<file path="src/rtl/imem_fetch_arbiter.sv">
// Arbitrates a byte-wide single-port instruction SRAM between 32-bit core fetches
// (built from four sequential byte reads) and single-cycle program-load byte writes.
module imem_fetch_arbiter #(
    parameter int AW    = 11,
    parameter int DEPTH = 2048
) (
    input  logic          clk,
    input  logic          rst,
    input  logic          fetch_req_valid,
    output logic          fetch_req_ready,
    input  logic [31:0]   fetch_addr,
    output logic          fetch_rsp_valid,
    input  logic          fetch_rsp_ready,
    output logic [31:0]   fetch_instr,
    output logic          fetch_err,
    input  logic          load_valid,
    output logic          load_ready,
    input  logic [AW-1:0] load_addr,
    input  logic [7:0]    load_data,
    output logic          mem_en,
    output logic          mem_we,
    output logic [AW-1:0] mem_addr,
    output logic [7:0]    mem_wdata,
    input  logic [7:0]    mem_rdata,
    output logic          busy,
    output logic [AW:0]   load_count
);

    typedef enum logic [1:0] {S_IDLE, S_READ, S_LAST, S_RESP} state_e;
    typedef enum logic {GRANT_LOAD, GRANT_FETCH} grant_e;

    localparam logic [31:0] FETCH_MAX  = 32'(DEPTH - 4);
    localparam logic [AW:0] LOAD_LIMIT = (AW+1)'(DEPTH);
    localparam logic [AW:0] COUNT_MAX  = '1;

    state_e        state_q, state_d;
    logic [1:0]    cnt_q, cnt_d;
    logic [AW-1:0] base_q, base_d;
    logic [31:0]   instr_q, instr_d;
    logic          err_q, err_d;
    logic [AW:0]   count_q, count_d;
    grant_e        last_q, last_d;

    logic grant_fetch, grant_load, fetch_bad, load_in_range;

    // On a tie the requester that did not win last time is served.
    assign grant_fetch   = fetch_req_valid && (!load_valid || last_q == GRANT_LOAD);
    assign grant_load    = load_valid && (!fetch_req_valid || last_q == GRANT_FETCH);
    assign fetch_bad     = (fetch_addr[1:0] != 2'b00) || (fetch_addr > FETCH_MAX);
    assign load_in_range = {1'b0, load_addr} < LOAD_LIMIT;

    // NOTE: sequential state uses non-blocking assignments so every register
    // samples the pre-edge value of the others, independent of statement order.
    always_ff @(posedge clk) begin
        if (!rst) begin
            state_q <= S_IDLE;
            cnt_q   <= 2'd0;
            base_q  <= '0;
            instr_q <= '0;
            err_q   <= 1'b0;
            count_q <= '0;
            last_q  <= GRANT_LOAD;
        end else begin
            state_q <= state_d;
            cnt_q   <= cnt_d;
            base_q  <= base_d;
            instr_q <= instr_d;
            err_q   <= err_d;
            count_q <= count_d;
            last_q  <= last_d;
        end
    end

    // NOTE: every signal written here gets a default first, so no path leaves
    // one unassigned and no latch is inferred.
    always_comb begin
        state_d         = state_q;
        cnt_d           = cnt_q;
        base_d          = base_q;
        instr_d         = instr_q;
        err_d           = err_q;
        count_d         = count_q;
        last_d          = last_q;
        fetch_req_ready = 1'b0;
        load_ready      = 1'b0;
        mem_en          = 1'b0;
        mem_we          = 1'b0;
        mem_addr        = '0;
        mem_wdata       = '0;

        unique case (state_q)
            S_IDLE: begin
                fetch_req_ready = grant_fetch;
                load_ready      = grant_load;
                if (grant_load) begin
                    last_d = GRANT_LOAD;
                    if (load_in_range) begin
                        mem_en    = 1'b1;
                        mem_we    = 1'b1;
                        mem_addr  = load_addr;
                        mem_wdata = load_data;
                        if (count_q != COUNT_MAX) begin
                            count_d = count_q + (AW+1)'(1);
                        end
                    end
                end else if (grant_fetch) begin
                    last_d = GRANT_FETCH;
                    base_d = fetch_addr[AW-1:0];
                    cnt_d  = 2'd0;
                    if (fetch_bad) begin
                        state_d = S_RESP;
                        err_d   = 1'b1;
                        instr_d = '0;
                    end else begin
                        state_d = S_READ;
                        err_d   = 1'b0;
                    end
                end
            end
            S_READ: begin
                mem_en   = 1'b1;
                mem_addr = base_q + {{(AW-2){1'b0}}, cnt_q};
                // Bytes arrive lowest first; shifting in from the top leaves byte0 at [7:0].
                if (cnt_q != 2'd0) begin
                    instr_d = {mem_rdata, instr_q[31:8]};
                end
                cnt_d = cnt_q + 2'd1;
                if (cnt_q == 2'd3) begin
                    state_d = S_LAST;
                end
            end
            S_LAST: begin
                instr_d = {mem_rdata, instr_q[31:8]};
                state_d = S_RESP;
            end
            S_RESP: begin
                if (fetch_rsp_ready) begin
                    state_d = S_IDLE;
                end
            end
            default: state_d = S_IDLE;
        endcase
    end

    assign fetch_rsp_valid = (state_q == S_RESP);
    assign fetch_instr     = instr_q;
    assign fetch_err       = err_q;
    assign busy            = (state_q != S_IDLE);
    assign load_count      = count_q;

endmodule

</file>
<file path="config.mk">
export PLATFORM = sky130hd
export DESIGN_NAME = imem_fetch_arbiter
export DESIGN_NICKNAME = d
export VERILOG_FILES = /design/src/rtl/imem_fetch_arbiter.sv
export SDC_FILE = /design/constraint.sdc
export NUM_CORES = 1
export LEC_CHECK = 0
export CAP_MARGIN = 20
export CORE_MARGIN = 2
export CORE_UTILIZATION = 41
export DETAILED_ROUTE_END_ITERATION = 10
export GPL_TIMING_DRIVEN = 1
export PLACE_DENSITY = 0.81
export SLEW_MARGIN = 20
export SYNTH_ARGS = -nofsm -noshare
export SYNTH_HDL_FRONTEND = slang
export SYNTH_SLANG_ARGS = --single-unit
</file>
<file path="constraint.sdc">
create_clock -name clk -period 2.5 [get_ports clk]
set_input_delay 0.25 -clock clk [delete_from_list [all_inputs] [get_ports clk]]
set_output_delay 0.25 -clock clk [all_outputs]
set_load 0.02 [all_outputs]
</file>
Word level (Yosys, flattened, before mapping)
Cells that the tools add are included.

cells by class
  add/subtract/negate cells = 3
  magnitude comparators = 1
  equal/unequal tests = 11
  muxes and demuxes = 26
  bitwise logic cells = 2
  reduce and logical (&&, ||, !) cells = 20

operator list
  cell                   number
  $mux 32                4
  $pmux 32 s3            1
  $gt 32x11->1 const B   1
  $pmux 11 s2            1
  $mux 8                 2
  $mux 2                 7
  $add 12x1->12 const B  1
  $ne 12x12->1 const B   1
  $add 11x2->11          1
  $mux 11                1
  $ne 2x2->1 const B     5
  $reduce_bool 2->1      5
  $reduce_and 3->1       3
  $pmux 2 s4             1
  $mux 1                 7
  $eq 2x2->1 const B     3
  $reduce_and 5->1       1
  $pmux 2 s2             1
  $reduce_and 4->1       1
  $logic_or 1x1->1       3
  $reduce_bool 3->1      1
  $add 2x1->2 const B    1
  $eq 2x1->1 const B     1
  $logic_and 1x1->1      2
  6 further kinds        8

storage, ports and cells
  bits in registers = 61
  input port bits = 64
  output and inout port bits = 70
  logic and storage cells = 70

Logic depth before layout (Yosys ltp)
Gate-level depths: netlist of the first run.

  depth after elaboration = 6
  mapped depth = 8
  gate-level depth less buffers = 7

Worst setup path after synthesis of the first run
OpenSTA, ideal clock, no wires.

  kind = reg2out
  start point = register state_q[0]
  end point = output port mem_addr[0]
  data arrival time = 1.734 ns
  required time = 2.250 ns
  setup slack = 0.516 ns
  cell stages (with the launch flop) = 9
  path buffers = 2
  cells stage by stage = dfxtp_1 inv_1 ha_1 buf_4 nand2_2 or2_1 inv_1 clkbuf_1 a22o_1

between the ends
  longest elaborated chain between the ends = 2
  elaborated cells between the ends (all ways) = 3
  those cells by class = eq/ne: 1; mux: 1; reduce/logical: 1

ends and longest elaborated chain
  item                                           RTL line  text
  start: declaration                             36        state_e state_q, state_d;
  start signal: assignment                       64        state_q <= state_d;
  $eq 2x1->1 or $logic_not 2->1 (tied branches)  91        unique case (state_q)
  $pmux 11 s2 *                                  91
  end: declaration                               22        output logic [AW-1:0] mem_addr,

Every way passes the cells marked *; elsewhere a longest branch is shown, timed or not.

Worst setup path in the final report of the first run
  start point = register cnt_q[0]
  end point = output port mem_addr[6]

between the ends
  longest elaborated chain between the ends = 2

ends and longest elaborated chain
  item                      RTL line  text
  start: declaration        37        logic [1:0] cnt_q, cnt_d;
  start signal: assignment  65        cnt_q <= cnt_d;
  $add 11x2->11             122       mem_addr = base_q + {{(AW-2){1'b0}}, cnt_q};
  $pmux 11 s2               91

Every way passes these cells.

==> results of run 1 <==
[cell usage in the layout, fill, tap and decap left out, types with 10 or more instances in the layout]
cell,synthesis,routed
nor2_1,20,20
mux2i_1,14,14
buf_4,2,11
nand2_1,11,11
nor4_1,11,10
dfxtp_1,61,61
dlygate4sd2_1,0,18
clkdlybuf4s50_1,0,111
a22o_1,43,43
inv_1,11,11
nand3_1,11,10
[timing repair]
action                     4_1_cts  5_1_grt
setup endpoints to repair       19        6
resized for setup               22        6
gates cloned                     0        0
[flip-flops by register name (all words and copies together) (netlist names)]
| register | cells |
|---|---|
| fetch_instr | 32 |
| load_count | 12 |
| fetch_err | 1 |
| cnt_q | 2 |
| base_q | 11 |
| state_q | 2 |
| last_q | 1 |
[metrics by stage]
stage,setup WS [ns],utilization [%],hold WS (ns),cells
after CTS,0.0376,67.4,0.488,517
final,0.124,67.5,0.480,517
after floorplan,0.516,-,0.376,292
after global routing,0.0236,67.5,0.497,517
after detailed placement,0.0535,64.3,0.466,501
after global placement,0.122,64.3,0.461,501
[power by group]
part           leakage [uW]  switching [uW]  internal (uW)  total (uW)
Combinational       0.00124             721            616        1340
Clock              0.000110             397            561         958
Sequential         0.000495             108           1080        1190
Total               0.00184            1230           2260        3490
[final timing paths]
kind,from,end,cells past startpoint
max,cnt_q[0],mem_addr[6],7
min,fetch_instr[4],fetch_instr[4],1
max reg2reg,state_q[1],fetch_instr[31],6
min reg2reg,fetch_instr[4],fetch_instr[4],1
[logic make-up (layout without fill, tap and decap cells)]
group                    count (synthesis)  in the layout  synth area share [%]
XOR/XNOR                                 9              9                  2.82
adder cells (fa/ha/maj)                 10             10                  4.74
AO/OA/AOI/OAI                           77             77                  21.5
AND/OR/NAND/NOR                         92             92                  17.9
buffers and inverters                   29            174                  4.47
flip-flops                              61             61                  43.6
multiplexers                            14             14                  5.01
[final cells by class]
| cell class | count | area share [%] |
|---|---|---|
| Timing Repair Buffer | 147 | 32.2 |
| Clock buffer | 10 | 2.83 |
| Clock inverter | 6 | 1.94 |
| Inverter | 11 | 0.915 |
| Tap cell | 80 | 2.22 |
| Sequential cell | 61 | 27.1 |
| Multi-Input combinational cell | 202 | 32.8 |
[Yosys cell counts]
| library cell | number | share of area (%) |
|---|---|---|
| buf_4 | 2 | 0.54 |
| o21ai_0 | 5 | 0.89 |
| nand2_1 | 11 | 1.5 |
| o2111a_1 | 1 | 0.40 |
| a41o_1 | 1 | 0.36 |
| buf_2 | 7 | 1.3 |
| o31ai_1 | 5 | 1.3 |
| nand2_2 | 1 | 0.22 |
| xnor2_1 | 4 | 1.3 |
| a221oi_1 | 1 | 0.31 |
| a21bo_2 | 1 | 0.36 |
| nor4_1 | 11 | 2.5 |
| o221a_2 | 1 | 0.40 |
| mux2i_1 | 14 | 5.0 |
| o22ai_1 | 1 | 0.22 |
| ha_1 | 9 | 4.0 |
| a31oi_1 | 3 | 0.67 |
| nor3b_1 | 1 | 0.27 |
| clkbuf_1 | 9 | 1.2 |
| or4_1 | 4 | 1.1 |
| nand2b_1 | 7 | 1.6 |
| a22o_1 | 43 | 13 |
| nand4_2 | 1 | 0.45 |
| inv_1 | 11 | 1.5 |
| nand3_1 | 11 | 2.0 |
| fa_1 | 1 | 0.72 |
| and4b_1 | 1 | 0.36 |
| nand4_1 | 4 | 0.89 |
| and4_1 | 1 | 0.31 |
| nor2b_1 | 2 | 0.45 |
| o211ai_1 | 2 | 0.54 |
| and2_1 | 8 | 1.8 |
| or3_1 | 2 | 0.45 |
| xor2_1 | 5 | 1.6 |
| nor3_1 | 4 | 0.72 |
| or2_1 | 1 | 0.22 |
| dfxtp_1 | 61 | 44 |
| a21boi_0 | 2 | 0.54 |
| a21oi_1 | 11 | 2.0 |
| nor2_1 | 20 | 2.7 |
| nand3b_1 | 2 | 0.54 |
[worst max-delay path, cell delays in order, from the launching register on]
cell and delay [ns]:
dfxtp_1 0.34, ha_1 0.24, fa_2 0.38, nand3_2 0.14, nor2_1 0.06, xor2_1 0.14
a22o_1 0.18, dlygate4sd2_1 0.32
[per-layer routing]
| layer | vias to the layer above | global-route usage, % | part of all wire [%] |
|---|---|---|---|
| met1 | 1300 | 24.5 | 42 |
| met4 | 0 | 7.10 | 1.6 |
| met2 | 122 | 35.5 | 46 |
| met3 | 13 | 9.43 | 10 |
| li1 | 1360 | - | - |
| met5 | - | 0 | 0 |
==> run_results.csv, run 1 <==
group,metric,value,unit
outcome,status,"finished clean",
place,dp_hpwl,5910,um
route,routed_wl,7980,um
final_layout,drive_gt1_share,9.15,%
final_layout,fillCellCount,557,
timing,final_max_slew_viol_count,0,
yosys,synth_area_per_cell,9.59,um2
setup_path,reg2reg_slack,0.41,ns
die,ios,134,
setup_path,worstSetupPathType,"register to output pin",
timing,fin_crit_sh,95.1,%
global_routing,grt_max_degree,33,
yosys,synth_cell_type_count,41,
timing,max_slew.worst_pin.slew,0.595,ns
timing,timing.final.hold_violations,0,
timing,tns,0,ns
run,cap_violations,0,
die,dieArea,7500,um2
clocking,cts_tree,"built",
route,post_drt_wl_per_cell,15.4,um
global_routing,antenna_found_initial,0,
route,viasPerCell,5.41,
setup_path,arrival,2.13,ns
yosys,yosys_warnings,0,
route,drt_iter0_markers,105,
die,fp-row-count,30,
timing,setup_viol_count_final,0,
global_routing,grt_first_pass_wirelength,12500,um
yosys,synthCells,292,
power_and_ir_drop,leakagePower,0.00184,uW
route,ant_nets,0,
clocking,clockBufferDepth,2,
clocking,postCtsSetupBuffers,0,
timing,fmax,421,MHz
timing,max_slew_margin,60.3,%
final_layout,n_antenna_cell,0,
route,route.detailed.drc,0,
final_layout,seq_area,1220,um2
setup_path,cp-start-kind,"register",
power_and_ir_drop,p_per_area,772,nW/um2
final_layout,multi_input_area,1480,um2
power_and_ir_drop,ir_drop,0.450,mV
setup_path,critical_path.endpoint_type,"output pin",
clocking,ctsHoldBuffers,0,
route,dr.pass1.iters,4,
final_layout,fin_area,4510,um2
die,core,6680,um2
die,die_h,86.6,um
final_layout,nets,506,
timing,skew,0.00846,ns
clocking,clock_latency,0.34,ns
clocking,cts_sinks,61,
yosys,ys_ff_latch,61,
timing,rsz0062_at_grt,"false",
clocking,cts.clk_slew.worst_paths,0.07,ns
place,port_buffers,133,
die,die_width,86.6,um
timing,layout_min_cycle_time,2.38,ns
global_routing,grt_pass1_vias,2615,
final_layout,area_growth,61.2,%
global_routing,track_usage,21.3,%
route,vias,2795,
clocking,cts-root-buf,"clkbuf_8",
clocking,cts_buffers,9,
power_and_ir_drop,p_total,3490,uW
setup_path,crit_fanout,4,
yosys,syn-num-nets,366,
place,dpl_cell_area,4300,um2
setup_path,crit_required,2.25,ns
min_path,min_path_type,"register to register",
clocking,htreeDepth,3,
yosys,synth_area,2800,um2
die,initial_core_util,41.9,%
global_routing,overflow,0,
place,gp_congestion,0.837,
yosys,ys_seq_area_share,43.6,%
No activity file was read; power rests on OpenSTA's default activity.
==> run 2: changes to the inputs <==
PLACE_DENSITY = unset   (was 0.81)
PLACE_DENSITY_LB_ADDON = 0.25   (was unset)
==> run_results.csv, run 2 (synthesized netlist as in run 1, its figures left out) <==
group,metric,value,unit
outcome,status,"finished clean",
timing,final_max_slew_viol_count,0,
place,port_buffers,133,
route,drt_iter0_markers,135,
setup_path,arrival,2.14,ns
clocking,cts_sinks,61,
die,fp-row-count,30,
global_routing,track_usage,20.3,%
power_and_ir_drop,ir_drop,0.417,mV
setup_path,reg2reg_slack,0.40,ns
min_path,hp-start,"fetch_instr[1]",
setup_path,timing.critical_path.max_delay_family,"adder cells",
setup_path,worstSetupPathType,"register to output pin",
timing,tns,0,ns
final_layout,fin_area,4470,um2
final_layout,final_cell_mix,"111 x clkdlybuf4s50_1, 61 x dfxtp_1, 43 x a22o_1, 20 x nor2_1, 17 x dlygate4sd2_1",
timing,max_slew.worst_pin.slew,0.671,ns
route,ant_nets,0,
setup_path,cp-start-kind,"register",
route,dr.pass1.iters,4,
clocking,postCtsSetupBuffers,0,
timing,hold_ws,0.483,ns
setup_path,r2r_end,"fetch_instr[20]",
final_layout,largest_reg_flops,32,
die,initial_core_util,41.9,%
global_routing,grt_first_pass_wirelength,12100,um
die,dieArea,7500,um2
setup_path,max_stage_delay,0.37,ns
die,core,6680,um2
clocking,cts_buffers,9,
run,cap_violations,0,
route,viasPerCell,5.37,
global_routing,grt_max_degree,33,
global_routing,grt_pass1_vias,2597,
setup_path,crit_required,2.25,ns
route,routed_wl,7540,um
timing,layout_min_cycle_time,2.39,ns
clocking,cts.clk_slew.worst_paths,0.06,ns
timing,timing.final.hold_violations,0,
timing,fin_crit_sh,95.7,%
min_path,min_to,"fetch_instr[1]",
die,die_h,86.6,um
power_and_ir_drop,p_total,3270,uW
clocking,clock_latency,0.33,ns
power_and_ir_drop,leakagePower,0.00182,uW
min_path,hold_depth,1,
final_layout,layout_commonest_cell,"clkdlybuf4s50_1",
clocking,cts-root-buf,"clkbuf_8",
setup_path,critical_path.endpoint_type,"output pin",
final_layout,n_antenna_cell,0,
min_path,min_path_type,"register to register",
setup_path,reg2reg_from,"state_q[1]",
route,vias,2772,
setup_path,r2r_cells,6,
setup_path,crit_fanout,4,
final_layout,nets,506,
global_routing,antenna_found_initial,0,
die,die_width,86.6,um
route,route.detailed.drc,0,
final_layout,area_growth,59.9,%
clocking,cts_tree,"built",
place,dpl_cell_area,4300,um2
timing,skew,0.00823,ns
setup_path,path_cells,"ha_1 -> fa_2 -> nand3_2 -> nor4_2 -> xor2_1 -> a22o_1 -> clkdlybuf4s15_1",
power_and_ir_drop,p_per_area,731,nW/um2
timing,setup_viol_count_final,0,
global_routing,overflow,0,
place,dp_hpwl,5670,um
setup_path,worst_path_max_delay_cell,"dfxtp_1",
timing,max_slew_margin,54.8,%
route,post_drt_wl_per_cell,14.6,um
clocking,htreeDepth,3,
timing,fmax,418,MHz
clocking,clockBufferDepth,2,
final_layout,fillCellCount,556,
die,ios,134,
final_layout,drive_gt1_share,8.72,%
place,gp_congestion,0.824,
setup_path,crit_buf_inv,1,
## run 2: layer usage
layer	vias to the layer above	share of wire [%]	GRT usage, %
li1	1360	-	-
met1	1291	42	24.9
met2	111	47	33.2
met3	10	9.8	6.95
met4	0	0.96	7.10
met5	-	0	0
## run 2: final cells by class
class | instances | area, um2 | share of cell area [%]
repair buffers | 147 | 1460 | 32.6
clock inverters | 4 | 23.8 | 0.531
well taps | 80 | 100 | 2.24
flip-flops and latches | 61 | 1220 | 27.3
multi-input cells | 202 | 1480 | 33.0
inverters | 11 | 41.3 | 0.923
clock buffers | 11 | 151 | 3.38
## run 2: timing repair
| action | in CTS | in global routing |
|---|---|---|
| gates resized for setup | 21 | 7 |
| setup endpoints to repair | 19 | 6 |
| hold buffers | 0 | 0 |
## run 2: worst max path at each step
stage / depth (start not counted) / slack, ns / start / to
floorplan: 8 / 0.52 / state_q[0] / mem_addr[0]
global placement: 7 / 0.10 / cnt_q[0] / mem_addr[10]
detailed placement: 7 / 0.07 / cnt_q[0] / mem_addr[10]
CTS: 7 / 0.001 / cnt_q[0] / mem_addr[6]
global route: 7 / -0.008 / cnt_q[0] / mem_addr[10]
finish: 7 / 0.11 / cnt_q[0] / mem_addr[10]
## run 2: through the flow
step | cells | utilization, % | setup WS (ns)
global placement | 501 | 64.3 | 0.101
floorplan | 292 | - | 0.516
detailed placement | 501 | 64.3 | 0.0709
global route | 516 | 67.0 | -0.00823
finish | 516 | 67.0 | 0.107
CTS | 516 | 66.7 | 0.00134
## run 2: where the power goes
group | internal, uW | switching [uW]
combinational | 618 | 704
clock | 404 | 359
sequential | 1080 | 102
==> run 3: changes to the inputs <==
SLEW_MARGIN = 40   (was 20)
==> results of run 3 <==
The final DEF is identical to that of run 2; final timing and power are the same.
